`config.mk`:
```
export PLATFORM = sky130hd
export DESIGN_NAME = alu_issue
export DESIGN_NICKNAME = d
export VERILOG_FILES = /design/src/rtl/alu_pkg.sv /design/src/rtl/alu_cmd_fifo.sv /design/src/rtl/alu_issue.sv
export SDC_FILE = /design/constraint.sdc
export NUM_CORES = 1
export LEC_CHECK = 0
export ABC_AREA = 1
export ABC_CLOCK_PERIOD_IN_PS = 2400
export CORE_MARGIN = 5
export CORE_UTILIZATION = 58
export CTS_BUF_LIST = sky130_fd_sc_hd__clkbuf_2 sky130_fd_sc_hd__clkbuf_4 sky130_fd_sc_hd__clkbuf_8
export DETAILED_ROUTE_END_ITERATION = 6
export DONT_BUFFER_PORTS = 1
export PLACE_DENSITY = 0.76
export SLEW_MARGIN = 20
export SYNTH_ARGS = -nofsm -noshare
export SYNTH_HDL_FRONTEND = slang
export SYNTH_HIERARCHICAL = 1
export SYNTH_SLANG_ARGS = --single-unit
```
`constraint.sdc`:
```
create_clock -name clk -period 2.4 [get_ports clk]
set_input_delay 0.24 -clock clk [delete_from_list [all_inputs] [get_ports clk]]
set_output_delay 0.24 -clock clk [all_outputs]
set_load 0.05 [all_outputs]
```
`src/rtl/alu_pkg.sv`:
```
// Shared types for the ALU issue stage: opcodes, FSM encoding, command record.
// Latency: n/a (package only).
// Backpressure: n/a (package only).
package alu_pkg;

    localparam int DW = 16;

    localparam logic [2:0] OP_ADD  = 3'd0;
    localparam logic [2:0] OP_SUB  = 3'd1;
    localparam logic [2:0] OP_MUL  = 3'd2;
    localparam logic [2:0] OP_ILL  = 3'd3;
    localparam logic [2:0] OP_LOG0 = 3'd4;
    localparam logic [2:0] OP_LOG1 = 3'd5;
    localparam logic [2:0] OP_LOG2 = 3'd6;
    localparam logic [2:0] OP_LOG3 = 3'd7;

    typedef enum logic [2:0] {
        ST_IDLE      = 3'd0,
        ST_ISSUE     = 3'd1,
        ST_WAIT_BUSY = 3'd2,
        ST_WAIT_DONE = 3'd3,
        ST_HOLD      = 3'd4
    } state_e;

    // One queued command: 16 + 16 + 3 = 35 bits.
    typedef struct packed {
        logic [DW-1:0] a;
        logic [DW-1:0] b;
        logic [2:0]    op;
    } cmd_t;

    localparam int CMD_W = $bits(cmd_t);

    // Opcode 3 is the only hole in the ALU's opcode map.
    function automatic logic is_illegal(input logic [2:0] op);
        return op == OP_ILL;
    endfunction

endpackage

```
`src/rtl/alu_cmd_fifo.sv`:
```
// Generic synchronous FIFO holding queued ALU commands; head visible combinationally.
// Latency: a pushed entry is visible at pop_dat the cycle after the push edge.
// Backpressure: full refuses pushes (even with a same-cycle pop); pop ignored when empty.
//   clk, rst       : clock, synchronous active-high reset (empties the FIFO)
//   push_vld/dat   : write request and data; full : no room
//   pop            : consume head; pop_dat : head entry; empty : nothing queued
module alu_cmd_fifo #(
    parameter int DEPTH = 4,
    parameter int W     = 35
) (
    input  logic         clk,
    input  logic         rst,
    input  logic         push_vld,
    input  logic [W-1:0] push_dat,
    output logic         full,
    input  logic         pop,
    output logic [W-1:0] pop_dat,
    output logic         empty
);
    localparam int AW = $clog2(DEPTH);
    localparam logic [AW:0] FULL_CNT = (AW+1)'(DEPTH);

    logic [W-1:0]  mem_q [DEPTH];
    logic [AW-1:0] wr_ptr_q, wr_ptr_d;
    logic [AW-1:0] rd_ptr_q, rd_ptr_d;
    logic [AW:0]   count_q,  count_d;
    logic          do_push, do_pop;

    assign full    = (count_q == FULL_CNT);
    assign empty   = (count_q == '0);
    assign do_push = push_vld && !full;
    assign do_pop  = pop && !empty;
    assign pop_dat = mem_q[rd_ptr_q];

    // DEPTH is a power of two, so the pointers wrap by plain overflow.
    always_comb begin
        wr_ptr_d = wr_ptr_q;
        rd_ptr_d = rd_ptr_q;
        count_d  = count_q;
        if (do_push) wr_ptr_d = wr_ptr_q + 1'b1;
        if (do_pop)  rd_ptr_d = rd_ptr_q + 1'b1;
        case ({do_push, do_pop})
            2'b10:   count_d = count_q + 1'b1;
            2'b01:   count_d = count_q - 1'b1;
            default: count_d = count_q;
        endcase
    end

    always_ff @(posedge clk) begin
        if (rst) begin
            wr_ptr_q <= '0;
            rd_ptr_q <= '0;
            count_q  <= '0;
        end else begin
            wr_ptr_q <= wr_ptr_d;
            rd_ptr_q <= rd_ptr_d;
            count_q  <= count_d;
        end
    end

    // Storage needs no reset: an entry is only read after it has been written.
    always_ff @(posedge clk) begin
        if (do_push) mem_q[wr_ptr_q] <= push_dat;
    end

endmodule

```
`src/rtl/alu_issue.sv`:
```
// Issue stage for the multi-cycle ALU: queues commands, runs the cs/rdy handshake, holds results.
// Latency: cmd accepted into empty FIFO -> alu_cs 2 cycles later; result valid 1 cycle after alu_rdy returns.
// Backpressure: cmd_ready drops when the FIFO is full; a held result blocks further issue until res_ready.
//   cmd_*  : upstream command valid/ready with operands and opcode
//   res_*  : result valid/ready with out, carry, opcode and error flag (timeout or illegal op)
//   alu_*  : ALU pins (a, b, op, cs out; out, cout, rdy in)
module alu_issue
    import alu_pkg::*;
#(
    parameter int DEPTH   = 4,
    parameter int TIMEOUT = 64,
    parameter int TW      = 7
) (
    input  logic          clk,
    input  logic          rst,
    input  logic          cmd_valid,
    output logic          cmd_ready,
    input  logic [DW-1:0] cmd_a,
    input  logic [DW-1:0] cmd_b,
    input  logic [2:0]    cmd_op,
    output logic          res_valid,
    input  logic          res_ready,
    output logic [DW-1:0] res_out,
    output logic          res_cout,
    output logic [2:0]    res_op,
    output logic          res_err,
    output logic [DW-1:0] alu_a,
    output logic [DW-1:0] alu_b,
    output logic [2:0]    alu_op,
    output logic          alu_cs,
    input  logic [DW-1:0] alu_out,
    input  logic          alu_cout,
    input  logic          alu_rdy
);
    localparam logic [TW-1:0] TO_CNT = TW'(TIMEOUT);

    cmd_t          push_cmd, head_cmd;
    logic          fifo_full, fifo_empty, fifo_pop;

    state_e        state_q,     state_d;
    logic [DW-1:0] alu_a_q,     alu_a_d;
    logic [DW-1:0] alu_b_q,     alu_b_d;
    logic [2:0]    alu_op_q,    alu_op_d;
    logic          alu_cs_q,    alu_cs_d;
    logic          res_valid_q, res_valid_d;
    logic [DW-1:0] res_out_q,   res_out_d;
    logic          res_cout_q,  res_cout_d;
    logic [2:0]    res_op_q,    res_op_d;
    logic          res_err_q,   res_err_d;
    logic [TW-1:0] cnt_q,       cnt_d;
    logic [TW-1:0] cnt_inc;

    assign push_cmd = '{a: cmd_a, b: cmd_b, op: cmd_op};

    alu_cmd_fifo #(
        .DEPTH (DEPTH),
        .W     (CMD_W)
    ) u_fifo (
        .clk      (clk),
        .rst      (rst),
        .push_vld (cmd_valid),
        .push_dat (push_cmd),
        .full     (fifo_full),
        .pop      (fifo_pop),
        .pop_dat  (head_cmd),
        .empty    (fifo_empty)
    );

    assign cmd_ready = !fifo_full;

    // Saturating increment; the abort fires on the cycle the count would reach TIMEOUT,
    // so each wait phase lasts at most TIMEOUT cycles.
    assign cnt_inc = (cnt_q == TO_CNT) ? cnt_q : cnt_q + 1'b1;

    always_comb begin
        state_d     = state_q;
        alu_a_d     = alu_a_q;
        alu_b_d     = alu_b_q;
        alu_op_d    = alu_op_q;
        alu_cs_d    = alu_cs_q;
        res_valid_d = res_valid_q;
        res_out_d   = res_out_q;
        res_cout_d  = res_cout_q;
        res_op_d    = res_op_q;
        res_err_d   = res_err_q;
        cnt_d       = cnt_q;
        fifo_pop    = 1'b0;

        case (state_q)
            ST_IDLE: begin
                if (!fifo_empty && alu_rdy) begin
                    fifo_pop = 1'b1;
                    alu_a_d  = head_cmd.a;
                    alu_b_d  = head_cmd.b;
                    alu_op_d = head_cmd.op;
                    if (is_illegal(head_cmd.op)) begin
                        // Never reaches the ALU; report straight away.
                        res_valid_d = 1'b1;
                        res_err_d   = 1'b1;
                        res_out_d   = '0;
                        res_cout_d  = 1'b0;
                        res_op_d    = head_cmd.op;
                        state_d     = ST_HOLD;
                    end else begin
                        state_d = ST_ISSUE;
                    end
                end
            end
            ST_ISSUE: begin
                alu_cs_d = 1'b1;
                cnt_d    = '0;
                state_d  = ST_WAIT_BUSY;
            end
            ST_WAIT_BUSY: begin
                if (!alu_rdy) begin
                    alu_cs_d = 1'b0;
                    cnt_d    = '0;
                    state_d  = ST_WAIT_DONE;
                end else begin
                    cnt_d = cnt_inc;
                    if (cnt_inc == TO_CNT) begin
                        alu_cs_d    = 1'b0;
                        res_valid_d = 1'b1;
                        res_err_d   = 1'b1;
                        res_out_d   = '0;
                        res_cout_d  = 1'b0;
                        res_op_d    = alu_op_q;
                        state_d     = ST_HOLD;
                    end
                end
            end
            ST_WAIT_DONE: begin
                if (alu_rdy) begin
                    res_valid_d = 1'b1;
                    res_err_d   = 1'b0;
                    res_out_d   = alu_out;
                    res_cout_d  = alu_cout;
                    res_op_d    = alu_op_q;
                    state_d     = ST_HOLD;
                end else begin
                    cnt_d = cnt_inc;
                    if (cnt_inc == TO_CNT) begin
                        res_valid_d = 1'b1;
                        res_err_d   = 1'b1;
                        res_out_d   = '0;
                        res_cout_d  = 1'b0;
                        res_op_d    = alu_op_q;
                        state_d     = ST_HOLD;
                    end
                end
            end
            ST_HOLD: begin
                if (res_ready) begin
                    res_valid_d = 1'b0;
                    state_d     = ST_IDLE;
                end
            end
            default: state_d = ST_IDLE;
        endcase
    end

    always_ff @(posedge clk) begin
        if (rst) begin
            state_q     <= ST_IDLE;
            alu_a_q     <= '0;
            alu_b_q     <= '0;
            alu_op_q    <= '0;
            alu_cs_q    <= 1'b0;
            res_valid_q <= 1'b0;
            res_out_q   <= '0;
            res_cout_q  <= 1'b0;
            res_op_q    <= '0;
            res_err_q   <= 1'b0;
            cnt_q       <= '0;
        end else begin
            state_q     <= state_d;
            alu_a_q     <= alu_a_d;
            alu_b_q     <= alu_b_d;
            alu_op_q    <= alu_op_d;
            alu_cs_q    <= alu_cs_d;
            res_valid_q <= res_valid_d;
            res_out_q   <= res_out_d;
            res_cout_q  <= res_cout_d;
            res_op_q    <= res_op_d;
            res_err_q   <= res_err_d;
            cnt_q       <= cnt_d;
        end
    end

    assign alu_a     = alu_a_q;
    assign alu_b     = alu_b_q;
    assign alu_op    = alu_op_q;
    assign alu_cs    = alu_cs_q;
    assign res_valid = res_valid_q;
    assign res_out   = res_out_q;
    assign res_cout  = res_cout_q;
    assign res_op    = res_op_q;
    assign res_err   = res_err_q;

endmodule

```
==> flow_metrics.py, run 1 <==
metrics = {
    "status": {
        "status": "finished clean",
    },
    "synth": {
        "yosys_warnings": 6,
        "syn_nets": 870,
        "ys_ff_latch": 217,
        "synth_area_per_cell_um2": 10.8,
        "synth_flop_cell": "edfxtp_1",
        "synth_cell_types": 38,
        "yosysTopAreaCell": "edfxtp_1",
        "synth_most_common_cell": "nor2_1",
        "synth_area_leaders": "edfxtp_1 (49%), dfxtp_1 (18%), nor2_1 (6.9%), o21ai_0 (5.0%), nand2_1 (3.7%)",
        "ys_seq_area_frac": 0.663,
        "syn_area_um2": 8660,
        "netlist_instances": 805,
        "synthArstFlopShare": 0,
        "synthTopCellsByCount": "nor2_1 (160), edfxtp_1 (140), nand2_1 (86), o21ai_0 (86), dfxtp_1 (77)",
        "synth_top_area_share": 0.485,
        "synth-edff-count": 140,
    },
    "cts": {
        "clock-sinks": 217,
        "cts-root-buf": "clkbuf_8",
        "cts_resized": 0,
        "clkTransAtPathRegs_ns": 0.05,
        "clock_path_buffers": 3,
        "cts_setup_buffers": 0,
        "clock_latency_ns": 0.53,
        "cts_inserted_buffers": 35,
        "cts_tree": "built",
        "htree_levels": 2,
    },
    "floorplan": {
        "ios": 116,
        "initial_utilization": 0.594,
        "core_area_um2": 14600,
        "rows": 44,
        "dieHeight_um": 132,
        "die-area_um2": 17500,
        "die_width_um": 132,
    },
    "setup_path": {
        "critPathLaunch": "u_fifo/count_q[1]",
        "crit_buf_inv": 4,
        "endpoint_kind": "flop",
        "reg2reg_depth": 15,
        "critPathCapture": "u_fifo/count_q[2]",
        "path_class": "flop to flop",
        "critPathSlowestCell": "fa_1",
        "start_kind": "flop",
        "critical_path_arrival_ns": 2.52,
        "cp.depth": 15,
        "worstPathMaxFanout": 4,
        "crit_chain": "nor2_1 -> nand2_1 -> inv_1 -> nor2_1 -> nand2_1 -> inv_1 -> nand2_1 -> inv_1 -> ha_1 -> inv_1 -> fa_1 -> nand2_1 -> nand3_1 -> nor2_1 -> nor2_1",
        "critPathTopFamily": "simple AND/OR/NAND/NOR gates",
        "r2r-start": "u_fifo/count_q[1]",
        "rrSetupSlack_ns": 0.29,
        "cp_slowest_stage_delay_ns": 0.39,
        "r2r_end": "u_fifo/count_q[2]",
        "crit_required_ns": 2.81,
    },
    "pwr": {
        "p_per_area_nw_per_um2": 1120,
        "p_total_mw": 11.4,
        "leakage_nw": 3.65,
        "vdd_ir_drop_max_v": 0.000869,
    },
    "sta": {
        "period_needed_ns": 2.11,
        "slew-limit-headroom": 0.586,
        "worst_slew_pin_slew_ns": 0.620,
        "setup_viol": 0,
        "finalCritPeriodShare": 0.879,
        "finClkSkew_ns": 0.0301,
        "fmax_ghz": 0.474,
        "final_max_slew_viol_count": 0,
        "hold_ws_ns": 0.0493,
        "finalHoldViolCount": 0,
        "rsz0062_at_grt": "no",
    },
    "grt": {
        "grt_pass1_vias": 6304,
        "antenna_found_initial": 1,
        "grt_first_pass_wirelength_mm": 31.2,
        "grt.total_usage": 0.219,
        "grt_overflow": 0,
        "grt_max_degree": 51,
    },
    "cells_and_area": {
        "fillCellCount": 1046,
        "design_area_um2": 10200,
        "final_nets": 941,
        "syn_to_final_growth_pct": 17.5,
        "layout-drive-gt1-share": 0.140,
    },
    "route": {
        "drc": 0,
        "wl_per_cell_um": 17.9,
        "viasPerCell": 5.67,
        "dr.pass1.iters": 5,
        "vias": 6155,
        "routed_wl_mm": 19.5,
        "ant_nets": 0,
        "drt-initial-drc-count": 331,
    },
    "hold_path": {
        "min_path_type": "primary input to flop",
    },
    "placed_design": {
        "postPlaceCellArea_um2": 8860,
        "port_buffers": 0,
        "place.gp.congestion": 0.861,
        "place.detailed.hpwl_mm": 11.2,
    },
    "flow_run": {
        "cap_violations": 0,
    },
}
[cells in the final DEF, fill, tap and decap left out, drive strengths merged]
master       netlist  routed
o21a               1       1
fa                 1       1
clkbuf            11      54
a21oi             42      42
nand3b             1       1
dfxtp             77      77
nand3             23      23
dlygate4sd3        0      56
nand2            101     101
ha                 7       7
clkinv             3       8
o22ai             35      35
nor3               3       3
edfxtp           140     140
nand4              3       3
buf               25      14
or2                1       1
clkinvlp           0       1
nor2             165     165
o211ai             2       2
bufinv             0       1
o21ai            114     114
diode              0       1
inv               50      51
[registers in the layout, indices dropped and copies added, names as in the netlist, named ones only]
signal           flops
res_err              1
alu_op               3
u_fifo/mem_q       140
res_out             16
u_fifo/rd_ptr_q      2
alu_b               16
u_fifo/wr_ptr_q      2
res_valid            1
state_q              3
u_fifo/count_q       3
alu_cs               1
res_op               3
cnt_q                7
res_cout             1
alu_a               16
[layout make-up]
class	instances	area (µm²)	area share
sequential	217	5750	0.565
multi-input combinational	499	2530	0.249
clock inverter	8	80.1	0.00787
inverter	53	204	0.0200
timing repair buffer	70	728	0.0716
clock buffer	54	656	0.0644
tap	184	230	0.0226
antenna	1	2.50	0.000246
[tightest hold or removal path, stage by stage]
cell and delay [ns]:
a21oi_1 0.05, nor2_1 0.13, a21oi_1 0.09
[layer usage]
metal	share of wire	global-route usage
met2	0.52	0.387
met3	0.074	0.0546
met5	0.0010	0
met4	0.025	0.0956
met1	0.38	0.251
[kinds of logic after synthesis]
group	share of synthesized area
AND/OR/NAND/NOR	0.151
flip-flops	0.663
buffers and inverters	0.0484
adder cells (fa/ha/maj)	0.0124
AO/OA/AOI/OAI	0.125
[how the worst min path moves through the flow]
stage | start | end | slack [ns] | depth (start not counted)
4_1_cts | res_ready | res_valid | 0.01 | 3
3_5_place_dp | rst | state_q[2] | 0.31 | 1
3_3_place_gp | rst | state_q[2] | 0.32 | 1
2_1_floorplan | rst | u_fifo/wr_ptr_q[0] | 0.31 | 1
6_report | res_ready | res_valid | 0.05 | 3
5_1_grt | res_ready | res_valid | 0.05 | 3
[report_power, final]
| part | leakage (nW) | internal (mW) | total (mW) | switching, mW |
|---|---|---|---|---|
| combinational | 1.35 | 0.743 | 2.36 | 1.61 |
| sequential | 1.91 | 4.50 | 5.82 | 1.31 |
| clock | 0.389 | 1.86 | 3.26 | 1.40 |
[metrics by stage]
| step | util | setup TNS, ns | setup slack [ns] | std cells |
|---|---|---|---|---|
| 6_report | 0.698 | 0 | 0.290 | 1086 |
| 5_1_grt | 0.698 | 0 | 0.0282 | 1086 |
| 4_1_cts | 0.697 | 0 | 0.290 | 1085 |
| 3_5_place_dp | 0.607 | 0 | 0.299 | 966 |
| 3_3_place_gp | 0.607 | 0 | 0.429 | 966 |
| 2_1_floorplan | - | -15.21 | -0.109 | 805 |
[what timing repair did]
action / 4_1_cts / 5_1_grt
hold buffers: 57 / 0
hold endpoints to repair: 180 / 0
endpoints found under the setup margin: 0 / 0
Note: power is estimated with default switching activity, not from simulation.
==> inputs of run 2 (changes only) <==
--- a/config.mk
+++ b/config.mk
@@ -8,11 +8,10 @@
 export ABC_AREA = 1
 export ABC_CLOCK_PERIOD_IN_PS = 2400
 export CORE_MARGIN = 5
-export CORE_UTILIZATION = 58
-export CTS_BUF_LIST = sky130_fd_sc_hd__clkbuf_2 sky130_fd_sc_hd__clkbuf_4 sky130_fd_sc_hd__clkbuf_8
+export CORE_UTILIZATION = 57
 export DETAILED_ROUTE_END_ITERATION = 6
 export DONT_BUFFER_PORTS = 1
-export PLACE_DENSITY = 0.76
+export PLACE_DENSITY = 0.75
 export SLEW_MARGIN = 20
 export SYNTH_ARGS = -nofsm -noshare
 export SYNTH_HDL_FRONTEND = slang
==> flow_metrics.py, run 2 (synthesis gave the netlist of run 1 again) <==
metrics = {
    "grt": {
        "grt_max_degree": 61,
        "grt.total_usage": 0.210,
        "grt_overflow": 0,
        "grt_pass1_vias": 5866,
        "antenna_found_initial": 0,
        "grt_first_pass_wirelength_mm": 30.2,
    },
    "cts": {
        "cts_hold_buf": 55,
        "cts_resized": 0,
        "clkTransAtPathRegs_ns": 0.06,
        "htree_levels": 1,
        "cts_tree": "built",
        "clock_path_buffers": 3,
        "cts_setup_buffers": 0,
        "cts-root-buf": "clkbuf_16",
        "cts_inserted_buffers": 22,
        "clock_latency_ns": 0.50,
        "clock-sinks": 217,
    },
    "status": {
        "status": "finished clean",
    },
    "sta": {
        "finalHoldViolCount": 0,
        "rsz0062_at_grt": "no",
        "fmax_ghz": 0.462,
        "setup_viol": 0,
        "slew-limit-headroom": 0.570,
        "worst_slack_ns": 0.234,
        "finClkSkew_ns": 0.00547,
        "period_needed_ns": 2.17,
        "final_max_slew_viol_count": 0,
        "finalCritPeriodShare": 0.903,
        "worst_slew_pin_slew_ns": 0.644,
        "fin_setup_tns_ns": 0,
    },
    "route": {
        "wl_per_cell_um": 17.9,
        "ant_nets": 0,
        "vias": 6054,
        "routed_wl_mm": 19.1,
        "drt-initial-drc-count": 431,
        "drc": 0,
        "viasPerCell": 5.67,
        "dr.pass1.iters": 5,
    },
    "floorplan": {
        "rows": 45,
        "die-area_um2": 17800,
        "initial_utilization": 0.576,
        "ios": 116,
        "core_area_um2": 15000,
        "die_width_um": 133,
        "dieHeight_um": 133,
    },
    "pwr": {
        "p_sw_frac": 0.362,
        "combinationalPowerShare": 0.199,
        "p_total_mw": 11.8,
        "power_frac_seq": 0.494,
        "clockPowerShare": 0.307,
        "leakage_nw": 3.64,
        "p_int_mw": 7.51,
        "vdd_ir_drop_max_v": 0.000756,
        "p_per_area_nw_per_um2": 1150,
        "p_sw_mw": 4.26,
    },
    "cells_and_area": {
        "final_cell_mix": "nor2_1 (156), edfxtp_1 (140), nand2_1 (86), o21ai_0 (86), dfxtp_1 (76)",
        "final_nets": 928,
        "layout-drive-gt1-share": 0.115,
        "layout.cells.non_filler": 1067,
        "syn_to_final_growth_pct": 17.9,
        "largest_reg_flops": 140,
        "top_register": "u_fifo/mem_q",
        "antenna_cells": 0,
        "utilization": 0.680,
        "final_common_cell": "nor2_1",
    },
    "placed_design": {
        "dp_cells": 972,
        "post-place-ws_ns": 0.282,
        "place.detailed.hpwl_mm": 11.1,
        "port_buffers": 0,
        "place.gp.congestion": 0.858,
    },
    "setup_path": {
        "reg2reg_depth": 17,
        "start_kind": "flop",
        "critical_path_arrival_ns": 2.55,
        "crit_required_ns": 2.79,
        "endpoint_kind": "flop",
        "path_class": "flop to flop",
        "worstPathMaxFanout": 4,
    },
    "hold_path": {
        "min_path_type": "primary input to flop",
        "worstHoldPathCells": 3,
    },
    "flow_run": {
        "cap_violations": 0,
    },
}
[run 2: metal layers]
| layer | routed length [µm] | track usage | vias to the layer above |
|---|---|---|---|
| li1 | - | - | 2888 |
| met1 | 7600 | 0.267 | 2882 |
| met2 | 9480 | 0.358 | 243 |
| met3 | 1620 | 0.0472 | 41 |
| met4 | 442 | 0.0686 | 0 |
| met5 | 0 | 0 | - |
[run 2: final timing paths]
| path | start | to | slack (ns) |
|---|---|---|---|
| max | u_fifo/count_q[2] | u_fifo/count_q[2] | 0.23 |
| min | alu_rdy | state_q[0] | 0.03 |
| max reg2reg | u_fifo/count_q[2] | u_fifo/count_q[2] | 0.23 |
| min reg2reg | u_fifo/rd_ptr_q[1] | u_fifo/rd_ptr_q[1] | 0.51 |
[run 2: critical path, stage by stage (launching register included)]
cell	delay (ns)
dfxtp_1	0.34
inv_1	0.08
nand2_1	0.13
inv_1	0.05
nor2_1	0.14
nand2_1	0.08
inv_1	0.07
nand2_1	0.07
inv_1	0.08
ha_1	0.19
inv_1	0.09
fa_1	0.38
inv_1	0.07
nand2_1	0.05
nand3_1	0.08
nand2_1	0.05
nand2_1	0.05
nor2_1	0.04
[run 2: through the flow]
| stage | instance area [µm²] | hold slack (ns) |
|---|---|---|
| floorplan | 8660 | 0.309 |
| global placement | 8880 | 0.316 |
| detailed placement | 8880 | 0.317 |
| CTS | 10200 | 0.00302 |
| global route | 10200 | 0.0198 |
| finish | 10200 | 0.0266 |
[run 2: layout make-up]
type	instances	area (µm²)
flip-flops and latches	217	5750
fillers	1088	4810
multi-input cells	499	2530
repair buffers	70	723
clock buffers	30	632
well taps	188	235
inverters	53	204
clock inverters	10	149
[run 2: power groups by stage]
| stage | combinational [mW] | sequential, mW | clock, mW |
|---|---|---|---|
| 2_1_floorplan | 1.78 | 5.80 | 0 |
| 3_3_place_gp | 2.13 | 5.88 | 0 |
| 3_5_place_dp | 2.22 | 5.90 | 0 |
| 4_1_cts | 2.35 | 5.83 | 3.67 |
| 5_1_grt | 2.63 | 5.87 | 3.84 |
| 6_report | 2.34 | 5.82 | 3.61 |
==> inputs of run 3 (changes only) <==
--- a/config.mk
+++ b/config.mk
@@ -6,12 +6,13 @@
 export NUM_CORES = 1
 export LEC_CHECK = 0
 export ABC_AREA = 1
-export ABC_CLOCK_PERIOD_IN_PS = 2400
+export ABC_CLOCK_PERIOD_IN_PS = 2000
+export CAP_MARGIN = 40
 export CORE_MARGIN = 5
-export CORE_UTILIZATION = 57
+export CORE_UTILIZATION = 58
 export DETAILED_ROUTE_END_ITERATION = 6
 export DONT_BUFFER_PORTS = 1
-export PLACE_DENSITY = 0.75
+export PLACE_DENSITY = 0.74
 export SLEW_MARGIN = 20
 export SYNTH_ARGS = -nofsm -noshare
 export SYNTH_HDL_FRONTEND = slang
==> constraint.sdc (replaced) <==
create_clock -name clk -period 2 [get_ports clk]
set_input_delay 0.2 -clock clk [delete_from_list [all_inputs] [get_ports clk]]
set_output_delay 0.2 -clock clk [all_outputs]
set_load 0.05 [all_outputs]
==> flow_metrics.py, run 3 (synthesis gave the netlist of run 1 again) <==
metrics = {
    "sta": {
        "rsz0062_at_grt": "yes",
        "finalHoldViolCount": 0,
        "final_max_slew_viol_count": 0,
        "finClkSkew_ns": 0.00849,
        "fmax_ghz": 0.527,
        "period_needed_ns": 1.90,
        "finalCritPeriodShare": 0.949,
        "slew-limit-headroom": 0.593,
        "setup_viol": 0,
        "worst_slew_pin_slew_ns": 0.610,
    },
    "hold_path": {
        "hp-start": "res_ready",
        "min_path_type": "primary input to flop",
    },
    "floorplan": {
        "die-area_um2": 17500,
        "rows": 44,
        "ios": 116,
        "core_area_um2": 14600,
        "initial_utilization": 0.594,
        "die_width_um": 132,
        "dieHeight_um": 132,
    },
    "route": {
        "wl_per_cell_um": 18.1,
        "viasPerCell": 5.74,
        "routed_wl_mm": 19.6,
        "ant_nets": 0,
        "vias": 6207,
        "drt-initial-drc-count": 384,
        "drc": 0,
        "dr.pass1.iters": 5,
    },
    "status": {
        "status": "finished clean",
    },
    "grt": {
        "grt_first_pass_wirelength_mm": 30.9,
        "grtUsageMet3": 0.0416,
        "top_usage_layer": "met2",
        "grt.total_usage": 0.215,
        "grt_max_degree": 47,
        "grt_pass1_vias": 6128,
        "grtUsageMet1": 0.260,
        "gr-usage-met2": 0.391,
        "antenna_found_initial": 1,
        "grt_overflow": 0,
    },
    "placed_design": {
        "port_buffers": 0,
        "place.detailed.hpwl_mm": 11.5,
        "place.gp.congestion": 0.835,
    },
    "cells_and_area": {
        "layout-drive-gt1-share": 0.138,
        "final_common_cell": "nor2_1",
        "utilization": 0.708,
        "syn_to_final_growth_pct": 19.3,
        "final_cell_mix": "nor2_1 (154), edfxtp_1 (140), o21ai_0 (86)",
        "largest_reg_flops": 140,
        "final_nets": 945,
        "top_register": "u_fifo/mem_q",
    },
    "pwr": {
        "leakage_nw": 3.69,
        "p_per_area_nw_per_um2": 1360,
        "vdd_ir_drop_max_v": 0.00113,
        "p_total_mw": 14.1,
    },
    "cts": {
        "clock_path_buffers": 3,
        "htree_levels": 1,
        "clkTransAtPathRegs_ns": 0.06,
        "cts_inserted_buffers": 22,
        "cts_tree": "built",
        "clock-sinks": 217,
        "clock_latency_ns": 0.49,
        "cts-root-buf": "clkbuf_16",
    },
    "setup_path": {
        "endpoint_kind": "flop",
        "critPathLaunch": "cnt_q[0]",
        "r2r-start": "cnt_q[0]",
        "crit_required_ns": 2.37,
        "path_class": "flop to flop",
        "rrSetupSlack_ns": 0.10,
        "start_kind": "flop",
        "worstPathMaxFanout": 18,
        "critical_path_arrival_ns": 2.27,
    },
    "flow_run": {
        "cap_violations": 0,
    },
}
==> run 3: changes by cell type in the layout (fill, tap and decap cells not counted), sizes merged <==
| cell | before | now |
|---|---|---|
| diode | 0 | 1 |
| buf | 16 | 31 |
| clkinv | 8 | 11 |
| bufinv | 4 | 2 |
| dlygate4sd3 | 54 | 56 |
| clkinvlp | 1 | 0 |
==> run 3: path summary, 6_finish.rpt <==
path	endpoint	depth (start not counted)
worst min-delay path	res_valid	3
worst max-delay path	res_out[1]	12
worst min register to register	res_op[0]	2
worst max register to register	res_out[1]	12
==> run 3: worst max-delay path: stages, from the launching register on <==
cell	delay, ns
dfxtp_1	0.40
ha_1	0.22
nand2_1	0.07
inv_2	0.08
nand3_1	0.06
nand2_1	0.10
nand2_1	0.09
nor2_2	0.18
nand2_2	0.09
nand2_2	0.12
nand2_8	0.17
nand2_1	0.11
a21oi_1	0.07
==> run 3: timing repair <==
item	4_1_cts	5_1_grt
buffers inserted	0	4
setup endpoints to repair	0	23
hold endpoints to repair	180	0
resized for setup	0	12
hold buffers	57	0
==> run 3: layer usage <==
metal,vias to the layer above,share of wire,wire length [µm]
met5,-,0.0010,20
met4,2,0.021,413
met3,35,0.067,1320
met2,222,0.52,10200
met1,3019,0.39,7580
li1,2929,-,-
==> run 3: report_power, final <==
part	leakage, nW	total, mW	internal, mW	switching [mW]
sequential	1.91	6.79	5.41	1.38
combinational	1.44	3.33	1.12	2.21
clock	0.340	3.94	2.36	1.58
total	3.69	14.1	8.89	5.17
==> run 3: per-stage QoR <==
step	area, µm²	TNS [ns]	cells	hold slack (ns)	setup slack (ns)
2_1_floorplan	8680	-69.08	805	0.269	-0.493
4_1_cts	10300	0	1076	0.00562	0.00695
5_1_grt	10300	-0.0987	1081	0.0383	-0.0607
3_3_place_gp	8970	0	979	0.275	0.144
3_5_place_dp	8970	0	979	0.277	0.0352
6_report	10300	0	1081	0.0291	0.102
==> run 3: area by class of cell <==
type	instances	area (µm²)
sequential	217	5750
fill	1023	4250
multi-input combinational	499	2570
timing repair buffer	87	881
clock buffer	30	602
tap	184	230
inverter	53	204
clock inverter	10	93.8
antenna	1	2.50
